<file path="src/rtl/piso_tx_scheduler.sv">
// piso_tx_scheduler: round-robin arbiter in front of a single PISO shift path.
// The winner's word is captured at arbitration and shifted out MSB-first with
// a valid qualifier, a done pulse on the last bit and optional idle gap cycles.
module piso_tx_scheduler #(
    parameter int NREQ  = 4,
    parameter int WIDTH = 4,
    parameter int GAP   = 1,
    parameter int IDW   = $clog2(NREQ)
) (
    input  logic                  clock,
    input  logic                  reset,
    input  logic [NREQ-1:0]       req,
    input  logic [NREQ*WIDTH-1:0] pdata,
    output logic [NREQ-1:0]       grant,
    output logic [IDW-1:0]        src_id,
    output logic                  sout,
    output logic                  sout_valid,
    output logic                  done,
    output logic                  busy
);

    localparam int unsigned NR = NREQ;
    localparam int          CW = $clog2(WIDTH);

    typedef enum logic [1:0] {
        S_IDLE,
        S_SHIFT,
        S_GAP
    } state_t;

    state_t            state;
    logic [IDW-1:0]    ptr;
    logic [WIDTH-1:0]  shift_reg;
    logic [CW-1:0]     bitcnt;
    logic [3:0]        gapcnt;
    logic [IDW-1:0]    win;
    logic [IDW-1:0]    win_next;
    logic              found;
    int unsigned       idx_w;

    // Serial line is the register MSB; the register drains to zero by the end
    // of every frame and on reset, so the line idles low without extra gating.
    assign sout = shift_reg[WIDTH-1];

    // Round-robin pick: first pending request at or after ptr, wrapping.
    always_comb begin
        win   = '0;
        found = 1'b0;
        idx_w = 0;
        for (int unsigned i = 0; i < NR; i++) begin
            idx_w = 32'(ptr) + i;
            if (idx_w >= NR) begin
                idx_w = idx_w - NR;
            end
            if (!found && req[IDW'(idx_w)]) begin
                found = 1'b1;
                win   = IDW'(idx_w);
            end
        end
        if (32'(win) == NR - 1) begin
            win_next = '0;
        end else begin
            win_next = win + IDW'(1);
        end
    end

    // Scheduler FSM: arbitration/load, MSB-first shifting, inter-frame gap.
    always_ff @(posedge clock or posedge reset) begin
        if (reset) begin
            state      <= S_IDLE;
            ptr        <= '0;
            shift_reg  <= '0;
            bitcnt     <= '0;
            gapcnt     <= '0;
            grant      <= '0;
            src_id     <= '0;
            sout_valid <= 1'b0;
            done       <= 1'b0;
            busy       <= 1'b0;
        end else begin
            grant <= '0;
            done  <= 1'b0;
            case (state)
                S_IDLE: begin
                    if (|req) begin
                        shift_reg  <= pdata[32'(win)*WIDTH +: WIDTH];
                        grant      <= NREQ'(1) << win;
                        src_id     <= win;
                        ptr        <= win_next;
                        bitcnt     <= CW'(WIDTH - 1);
                        sout_valid <= 1'b1;
                        busy       <= 1'b1;
                        state      <= S_SHIFT;
                    end
                end
                S_SHIFT: begin
                    shift_reg <= {shift_reg[WIDTH-2:0], 1'b0};
                    if (bitcnt == '0) begin
                        sout_valid <= 1'b0;
                        if (GAP > 0) begin
                            gapcnt <= 4'(GAP - 1);
                            state  <= S_GAP;
                        end else begin
                            busy  <= 1'b0;
                            state <= S_IDLE;
                        end
                    end else begin
                        bitcnt <= bitcnt - CW'(1);
                        // done is registered, so it is raised one edge early
                        done   <= (bitcnt == CW'(1));
                    end
                end
                S_GAP: begin
                    if (gapcnt == '0) begin
                        busy  <= 1'b0;
                        state <= S_IDLE;
                    end else begin
                        gapcnt <= gapcnt - 4'd1;
                    end
                end
                default: begin
                    state <= S_IDLE;
                end
            endcase
        end
    end

endmodule

</file>
<file path="config.mk">
export PLATFORM = sky130hd
export DESIGN_NAME = piso_tx_scheduler
export DESIGN_NICKNAME = d
export VERILOG_FILES = /design/src/rtl/piso_tx_scheduler.sv
export SDC_FILE = /design/constraint.sdc
export NUM_CORES = 1
export LEC_CHECK = 0
export CAP_MARGIN = 20
export CORE_MARGIN = 5
export CORE_UTILIZATION = 40
export CTS_BUF_LIST = sky130_fd_sc_hd__clkbuf_2
export DETAILED_ROUTE_END_ITERATION = 7
export GPL_ROUTABILITY_DRIVEN = 0
export GPL_TIMING_DRIVEN = 0
export PLACE_DENSITY = 0.7
export SETUP_SLACK_MARGIN = 0.3
export SLEW_MARGIN = 15
export SYNTH_ARGS = -nofsm -noshare
export SYNTH_HDL_FRONTEND = slang
export SYNTH_SLANG_ARGS = --single-unit
</file>
<file path="constraint.sdc">
create_clock -name clock -period 1.51 [get_ports clock]
set_input_delay 0.453 -clock clock [delete_from_list [all_inputs] [get_ports clock]]
set_output_delay 0.453 -clock clock [all_outputs]
set_load 0.1 [all_outputs]
</file>
==> impl_metrics.json, run 1 <==
{
  "drive_above_1_share": 0.4536,
  "cpPeakStageDelay_ns": 0.51,
  "use_met1": 0.1969,
  "reg2regPathDepth": 6,
  "syn_area_mm2": 0.001285,
  "ys_async_sr_fraction": 1.000,
  "dp_slack_ns": -0.9489,
  "use_met3": 0.02361,
  "ant_nets": 0,
  "setup_ws_ns": -0.2440,
  "crit_slowest_cell": "dfrtp_2",
  "ctsRootBufferMaster": "clkbuf_2",
  "slew_violations": 0,
  "grtUsageTotal": 0.1751,
  "drtPass1Iterations": 4,
  "vias_per_cell": 5.441,
  "netSwitchingPower_mw": 2.257,
  "syn-instance-count": 142,
  "min_period_ns": 1.754,
  "cts_buffer_depth": 2,
  "drtIter0Drc": 36,
  "ys_seq_area_frac": 0.4479,
  "finalHoldViolations": 0,
  "h-tree-depth": 1,
  "rows": 20,
  "cts_inserted_buffers": 3,
  "drc": 0,
  "worstPathArrival_ns": 1.99,
  "antennaDiodeCount": 0,
  "yosys_warnings": 0,
  "start_kind": "flip-flop",
  "fin_cells": 238,
  "fmax_mhz": 570.1,
  "wl_per_cell_um": 15.56,
  "seqPwrFrac": 0.248,
  "dieArea_mm2": 0.004446,
  "cp_data_required_time_ns": 1.75,
  "final_cell_mix": "nand2_1, clkdlybuf4s50_1, buf_4, dfrtp_2, dfrtp_1",
  "path_cells": "or3b_4 > o221ai_2 > inv_2 > or4_1 > o311ai_2 > a32oi_1",
  "syn_area_per_cell_um2": 9.049,
  "fin_crit_sh": 1.162,
  "ys_ff_latch": 23,
  "pin_count": 32,
  "sw_frac_of_total": 0.4920,
  "timing.rr.end": "shift_reg[1]",
  "relSlewSlack": 0.6463,
  "overflow": 0,
  "comb_power_share": 0.696,
  "cts.sinks": 23,
  "vias": 1295,
  "start_util": 0.4175,
  "synth-edff-count": 0,
  "r2r-start": "ptr[1]",
  "cts_tree": "built",
  "final_nets": 222,
  "port_buffers": 31,
  "path_clk_slew_ns": 0.21,
  "hold_ws_ns": 0.4669,
  "status": "complete, but fails checks",
  "dpl.hpwl_mm": 2.495,
  "min_path_type": "in -> async",
  "seq_area_um2": 590.6,
  "gr-max-usage-layer": "met2",
  "multi_input_area_um2": 824.5,
  "die_y_um": 66.68,
  "end_kind": "flip-flop",
  "grtUsageMet2": 0.3205,
  "area_delta_synth_final_pct": 66.60,
  "grt_max_degree": 24,
  "ir_drop_uv": 1005,
  "worstSetupPathType": "reg -> reg",
  "grt_setup_unrepaired": "yes",
  "ys.flop_type": "dfrtp_1",
  "grt_pass1_vias": 1355,
  "die_x_um": 66.68,
  "synth_cell_type_count": 43,
  "insertion_delay_ns": 0.33,
  "fillers": 232,
  "final_common_cell": "nand2_1",
  "utilization": 0.6955,
  "hold_buffers": 0,
  "ff2ff_setup_slack_ns": -0.24,
  "worst_pin_slew_ns": 0.5294,
  "fin_skew_ns": 0.0006734,
  "power_frac_clock": 0.056,
  "crit_fanout": 6,
  "dp_cells": 217,
  "p_leak_nw": 0.9008,
  "p_int_mw": 2.330,
  "grt_pass1_wl_mm": 5.989,
  "power_density_mw_per_mm2": 2143,
  "coreArea_mm2": 0.003078,
  "syn_nets": 169,
  "finalSetupViolCount": 9,
  "violations": "setup timing",
  "wl_mm": 3.704,
  "maxCapViolCount": 0,
  "antenna_found_initial": 0
}
[final cells by class]
class,count,share of cell area
multi-input cells,103,0.3852
flip-flops and latches,23,0.2759
repair buffers,48,0.2525
plain buffers,6,0.02864
well taps,44,0.02572
inverters,10,0.02279
clock buffers,4,0.009351
[how the worst max path moves through the flow]
stage | end | slack, ns | cells past startpoint | start
finish | shift_reg[1] | -0.24 | 6 | ptr[1]
global route | shift_reg[2] | -0.33 | 7 | ptr[1]
CTS | shift_reg[1] | -0.23 | 6 | ptr[1]
detailed placement | ptr[0] | -0.95 | 8 | req[0]
global placement | ptr[0] | -0.84 | 8 | req[0]
floorplan | ptr[0] | -0.12 | 6 | req[1]
[cell usage after synthesis (4+ instances only)]
cell / number / share of area
o21ai_0: 4 / 0.016
ha_1: 5 / 0.049
nor2_1: 7 / 0.020
nor4_1: 7 / 0.034
a21oi_1: 8 / 0.031
nand2_1: 25 / 0.073
nand3_1: 4 / 0.016
inv_1: 9 / 0.026
nand2b_1: 4 / 0.019
dfrtp_1: 23 / 0.45
[power groups by stage]
stage / clock (mW) / sequential [mW] / combinational [mW]
finish: 0.256 / 1.14 / 3.19
global route: 0.288 / 1.17 / 3.40
CTS: 0.268 / 1.13 / 2.80
detailed placement: 0 / 1.08 / 2.29
global placement: 0 / 1.08 / 2.23
floorplan: 0 / 1.75 / 1.07
[cell families after synthesis]
family	count (synthesis)	synth area share
mux	2	0.01655
xor+xnor	2	0.01363
fa+ha+maj	5	0.04869
simple gates	61	0.2386
compound gates	33	0.1763
flops	23	0.4479
buf+inv	16	0.05841
[layer usage]
| layer | up-vias | part of all wire | wire, um |
|---|---|---|---|
| li1 | 612 | - | - |
| met1 | 645 | 0.42 | 1552 |
| met2 | 32 | 0.54 | 1982 |
| met3 | 6 | 0.028 | 104 |
| met4 | 0 | 0.017 | 64 |
| met5 | - | 0 | 0 |
[worst max-delay path, delay by kind of cell (launching register included)]
family	cells	cell delay [ns]
AOI/OAI and AO/OA	3	0.26
and+or+nand+nor	2	0.82
DFF	1	0.51
buffers and inverters	1	0.07
[through the flow]
step | cell area (um2) | total power, mW | TNS [ns]
floorplan | 1350 | 2.820 | -0.6244
global placement | 1715 | 3.304 | -17.04
detailed placement | 1715 | 3.375 | -19.45
CTS | 1996 | 4.199 | -1.346
global route | 2141 | 4.865 | -2.709
finish | 2141 | 4.588 | -1.468
[timing repair]
item                                    in CTS  in global routing
endpoints found under the setup margin      43                 32
gates cloned                                 0                  1
pin swaps                                   11                  6
resized for setup                          127                 28
buffers inserted                            10                  6
Note: power is estimated with default switching activity, not from simulation.
==> run 2, diff against run 1 <==
- CELL_PAD_IN_SITES_DETAIL_PLACEMENT: default -> 1
- CELL_PAD_IN_SITES_GLOBAL_PLACEMENT: default -> 1
- CORE_UTILIZATION: 40 -> 34
- PLACE_DENSITY: 0.7 -> 0.78
- REMOVE_ABC_BUFFERS: default -> 1
- TNS_END_PERCENT: default -> 100
==> run 2 against run 1 <==
- the run still ends with setup timing left
- clock skew rose by 0.0030 ns
- cell area rose by 4.6%
- non-clock buffer count rose by 14
- critical path type unchanged
==> impl_metrics.json, run 2 (same netlist as run 1, synthesis figures left out) <==
{
  "grtUsageTotal": 0.1932,
  "worstSetupPathType": "reg -> reg",
  "fin_cells": 256,
  "power_frac_clock": 0.054,
  "min_period_ns": 1.936,
  "crit_fanout": 9,
  "netSwitchingPower_mw": 2.440,
  "antenna_found_initial": 0,
  "ant_nets": 0,
  "ir_drop_uv": 792.2,
  "grt_pass1_vias": 1545,
  "area_delta_synth_final_pct": 74.20,
  "p_int_mw": 2.457,
  "grt_pass1_wl_mm": 7.721,
  "setup_ws_ns": -0.4265,
  "end_kind": "flip-flop",
  "vias_per_cell": 5.406,
  "vias": 1384,
  "start_util": 0.3510,
  "worstPathArrival_ns": 2.20,
  "antennaDiodeCount": 0,
  "rows": 22,
  "crit_slowest_cell": "dfrtp_2",
  "pin_count": 32,
  "fin_area_mm2": 0.002238,
  "wl_mm": 4.845,
  "cts_tree": "built",
  "setup_tns_ns": -3.712,
  "fin_crit_sh": 1.282,
  "overflow": 0,
  "final_cell_mix": "buf_4, nand2_1, dfrtp_1",
  "final_common_cell": "buf_4",
  "grt_setup_unrepaired": "yes",
  "wl_per_cell_um": 18.93,
  "cts_inserted_buffers": 3,
  "dp_cells": 215,
  "ctsRootBufferMaster": "clkbuf_2",
  "comb_power_share": 0.711,
  "violations": "setup timing",
  "cp_num_buf_inv": 3,
  "drc": 0,
  "ff2ff_setup_slack_ns": -0.43,
  "relSlewSlack": 0.5780,
  "dieArea_mm2": 0.005109,
  "slew_violations": 0,
  "h-tree-depth": 1,
  "maxCapViolCount": 0,
  "cts_buffer_depth": 2,
  "port_buffers": 31,
  "power_density_mw_per_mm2": 2187,
  "cts.sinks": 23,
  "status": "complete, but fails checks",
  "dpl.hpwl_mm": 2.563,
  "drive_above_1_share": 0.4615,
  "seqPwrFrac": 0.235,
  "fin_skew_ns": 0.003674,
  "worst_pin_slew_ns": 0.6281,
  "grt_max_degree": 24,
  "cp_data_required_time_ns": 1.77,
  "start_kind": "flip-flop",
  "finalHoldViolations": 0,
  "fmax_mhz": 516.4,
  "hold_buffers": 0,
  "cpPeakStageDelay_ns": 0.48,
  "p_leak_nw": 0.9858,
  "cpLargestDelayFamily": "flip-flops",
  "drtIter0Drc": 54,
  "min_path_type": "in -> async",
  "finalSetupViolCount": 17,
  "path_clk_slew_ns": 0.22,
  "utilization": 0.6114,
  "die_y_um": 71.48,
  "coreArea_mm2": 0.003661,
  "drtPass1Iterations": 4,
  "crit_top_cell": "nand2_1",
  "dp_slack_ns": -1.213,
  "placedInstanceArea_mm2": 0.001618,
  "final_nets": 236,
  "path_cells": "buf_4 > buf_6 > nand2_1 > a311oi_2 > or2_4 > inv_8 > ha_1 > nand2_1 > nand2_1",
  "insertion_delay_ns": 0.34,
  "sw_frac_of_total": 0.4983,
  "die_x_um": 71.48
}
run 2: path summary, 6_finish.rpt:
kind / to / cells after the start / from
worst max-delay path: ptr[1] / 9 / ptr[1]
worst min-delay path: busy / 2 / reset
worst max register to register: ptr[1] / 9 / ptr[1]
worst min register to register: bitcnt[0] / 1 / bitcnt[0]
max in group asynchronous: ptr[1] / 2 / reset
min in group clock: bitcnt[0] / 1 / bitcnt[0]
run 2: layout make-up:
class	count	area [um2]
inverter	10	52.55
tap	48	60.06
sequential	23	578.1
multi-input combinational	103	838.3
timing repair buffer	68	689.4
clock buffer	4	20.02
fill	406	1423
run 2: through the flow:
| stage | hold WS, ns | power [mW] |
|---|---|---|
| floorplan | 0.4549 | 2.617 |
| global placement | 0.4645 | 3.102 |
| detailed placement | 0.4809 | 3.192 |
| CTS | 0.4800 | 4.443 |
| global route | 0.4862 | 5.151 |
| finish | 0.4593 | 4.896 |
run 2: power groups by stage:
stage / clock (mW) / sequential [mW] / combinational (mW)
2_1_floorplan: 0 / 1.73 / 0.885
3_3_place_gp: 0 / 1.07 / 2.03
3_5_place_dp: 0 / 1.09 / 2.10
4_1_cts: 0.258 / 1.12 / 3.06
5_1_grt: 0.296 / 1.18 / 3.68
6_report: 0.264 / 1.15 / 3.48
run 2: timing repair:
item                       CTS  global route
pin swaps                   11             4
cloned                       0             0
resized for setup          147            17
setup endpoints to repair   33            32
setup buffers               30             7
run 2: worst reg2reg max path, cell delays in order (launching register included):
cell and delay [ns]:
dfrtp_2 0.48, buf_4 0.13, buf_6 0.08, nand2_1 0.06
a311oi_2 0.33, or2_4 0.26, inv_8 0.08, ha_1 0.30
nand2_1 0.07, nand2_1 0.07
run 2: layer usage:
layer  wire [um]  GRT usage  vias to the layer above  part of all wire
met5           0          0                        -                 0
met4          79    0.06889                        0             0.016
met3         200    0.02104                        9             0.041
met2        2648     0.3622                       39              0.55
met1        1916     0.2242                      699              0.40
li1            -          -                      637                 -
==> run 3, diff against run 2 <==
- GPL_TIMING_DRIVEN: 0 -> default
==> run 3 against run 2 <==
- the run still ends with setup timing left
- global-route usage rose by 3.5 points
- worst setup slack gained 0.12 ns
- non-clock buffer count is 15 higher
- power increased by 16%
- critical path type unchanged
- largest cell class unchanged
- core utilization up 7.8 points
- die area unchanged
- largest power group unchanged
- cell area up 13%
- clock skew fell by 0.00092 ns
- via count is 7.4% higher
- fmax grew 6.5%
==> impl_metrics.json, run 3 (same netlist as run 1, synthesis figures left out) <==
{
  "grt_pass1_vias": 1645,
  "insertion_delay_ns": 0.34,
  "pin_count": 32,
  "cts_inserted_buffers": 3,
  "final_nets": 251,
  "ant_nets": 0,
  "h-tree-depth": 1,
  "start_util": 0.3510,
  "wl_mm": 6.106,
  "worst_pin_slew_ns": 0.3314,
  "setup_ws_ns": -0.3079,
  "grt_pass1_wl_mm": 8.983,
  "wl_per_cell_um": 22.53,
  "p_leak_nw": 1.098,
  "fillers": 387,
  "maxCapViolCount": 0,
  "min_path_type": "in -> async",
  "dieArea_mm2": 0.005109,
  "relSlewSlack": 0.7790,
  "antenna_found_initial": 0,
  "crit_fanout": 6,
  "cpPeakStageDelay_ns": 0.52,
  "cpLargestDelayFamily": "flip-flops",
  "grt_setup_unrepaired": "yes",
  "drtIter0Drc": 69,
  "grtUsageTotal": 0.2279,
  "grt_max_degree": 24,
  "slew_violations": 0,
  "drtPass1Iterations": 4,
  "vias": 1487,
  "fin_skew_ns": 0.002751,
  "final_common_cell": "buf_4",
  "overflow": 0,
  "die_y_um": 71.48,
  "cts.sinks": 23,
  "cp_data_required_time_ns": 1.77,
  "area_delta_synth_final_pct": 96.40,
  "fmax_mhz": 550.1,
  "rows": 22,
  "hold_ws_ns": 0.4324,
  "path_clk_slew_ns": 0.25,
  "antennaDiodeCount": 0,
  "finalHoldViolations": 0,
  "setup_tns_ns": -2.511,
  "port_buffers": 31,
  "power_density_mw_per_mm2": 2255,
  "path_cells": "buf_6 > a21boi_4 > o221ai_4 > buf_6 > or4_4 > o311ai_2 > a32oi_1",
  "min_period_ns": 1.818,
  "crit_top_cell": "buf_6",
  "start_kind": "flip-flop",
  "dpl.hpwl_mm": 3.310,
  "cts_buffer_depth": 2,
  "status": "complete, but fails checks",
  "worstPathArrival_ns": 2.07,
  "violations": "setup timing",
  "vias_per_cell": 5.487,
  "cp_num_buf_inv": 2,
  "coreArea_mm2": 0.003661,
  "ctsRootBufferMaster": "clkbuf_2",
  "end_kind": "flip-flop",
  "final_cell_mix": "buf_4, dfrtp_1, clkdlybuf4s50_1",
  "cts_tree": "built",
  "die_x_um": 71.48,
  "drc": 0,
  "finalSetupViolCount": 16,
  "worstSetupPathType": "reg -> reg",
  "crit_slowest_cell": "dfrtp_2",
  "ir_drop_uv": 983.5,
  "fin_crit_sh": 1.204,
  "drive_above_1_share": 0.5830
}
-- run 3: changes by cell type in the layout (fill, tap and decap cells not counted), sizes merged --
cell	change
clkinv	+1
clkbuf	-1
inv	+2
clkinvlp	-2
buf	+15
-- run 3: through the flow --
stage	cells	total power [mW]	utilization	worst slack, ns	cell area (um2)
final	271	5.691	0.6893	-0.3079	2524
after CTS	262	4.963	0.6312	-0.2610	2311
after global placement	244	3.722	0.5287	-0.6769	1936
after detailed placement	244	3.906	0.5287	-0.8996	1936
after global routing	271	5.942	0.6893	-0.3728	2524
after floorplan	136	2.617	-	-0.3887	1247
-- run 3: timing repair --
action / 4_1_cts / 5_1_grt
pin swaps: 21 / 13
hold buffers: 0 / 0
resized for setup: 81 / 32
setup endpoints to repair: 32 / 32
buffers inserted: 14 / 9
-- run 3: worst min-delay path: stages --
cell and delay [ns]:
clkdlybuf4s50_1 0.40, inv_1 0.06, buf_4 0.31
-- run 3: path summary, 6_finish.rpt --
kind | from | endpoint | slack (ns) | cells past startpoint
worst min-delay path | reset | gapcnt[2] | 0.43 | 3
worst min register to register | shift_reg[0] | shift_reg[0] | 0.57 | 1
min in group clock | shift_reg[0] | shift_reg[0] | 0.57 | 1
max in group asynchronous | reset | state[1] | 0.81 | 3
worst max register to register | ptr[1] | shift_reg[1] | -0.31 | 7
worst max-delay path | ptr[1] | shift_reg[1] | -0.31 | 7
-- run 3: final cells by class --
type | count | area (um2) | share of cell area
clock buffer | 3 | 15.01 | 0.005949
clock inverter | 1 | 5.005 | 0.001983
inverter | 10 | 42.54 | 0.01686
multi-input combinational | 103 | 968.4 | 0.3837
sequential | 23 | 579.3 | 0.2295
tap | 48 | 60.06 | 0.02380
timing repair buffer | 83 | 853.3 | 0.3381
-- run 3: routing by layer --
layer / global-route usage / vias to the layer above / wire length (um)
met5: 0 / - / 0
met4: 0.06054 / 0 / 167
met3: 0.03226 / 16 / 201
met2: 0.4541 / 44 / 3481
met1: 0.2457 / 757 / 2255
li1: - / 670 / -
-- run 3: report_power, final --
group	switching, mW	leakage [nW]	total (mW)	internal [mW]
combinational	2.35	0.798	4.25	1.90
clock	0.211	0.0164	0.271	0.0602
sequential	0.305	0.284	1.17	0.865
total	2.86	1.10	5.69	2.83
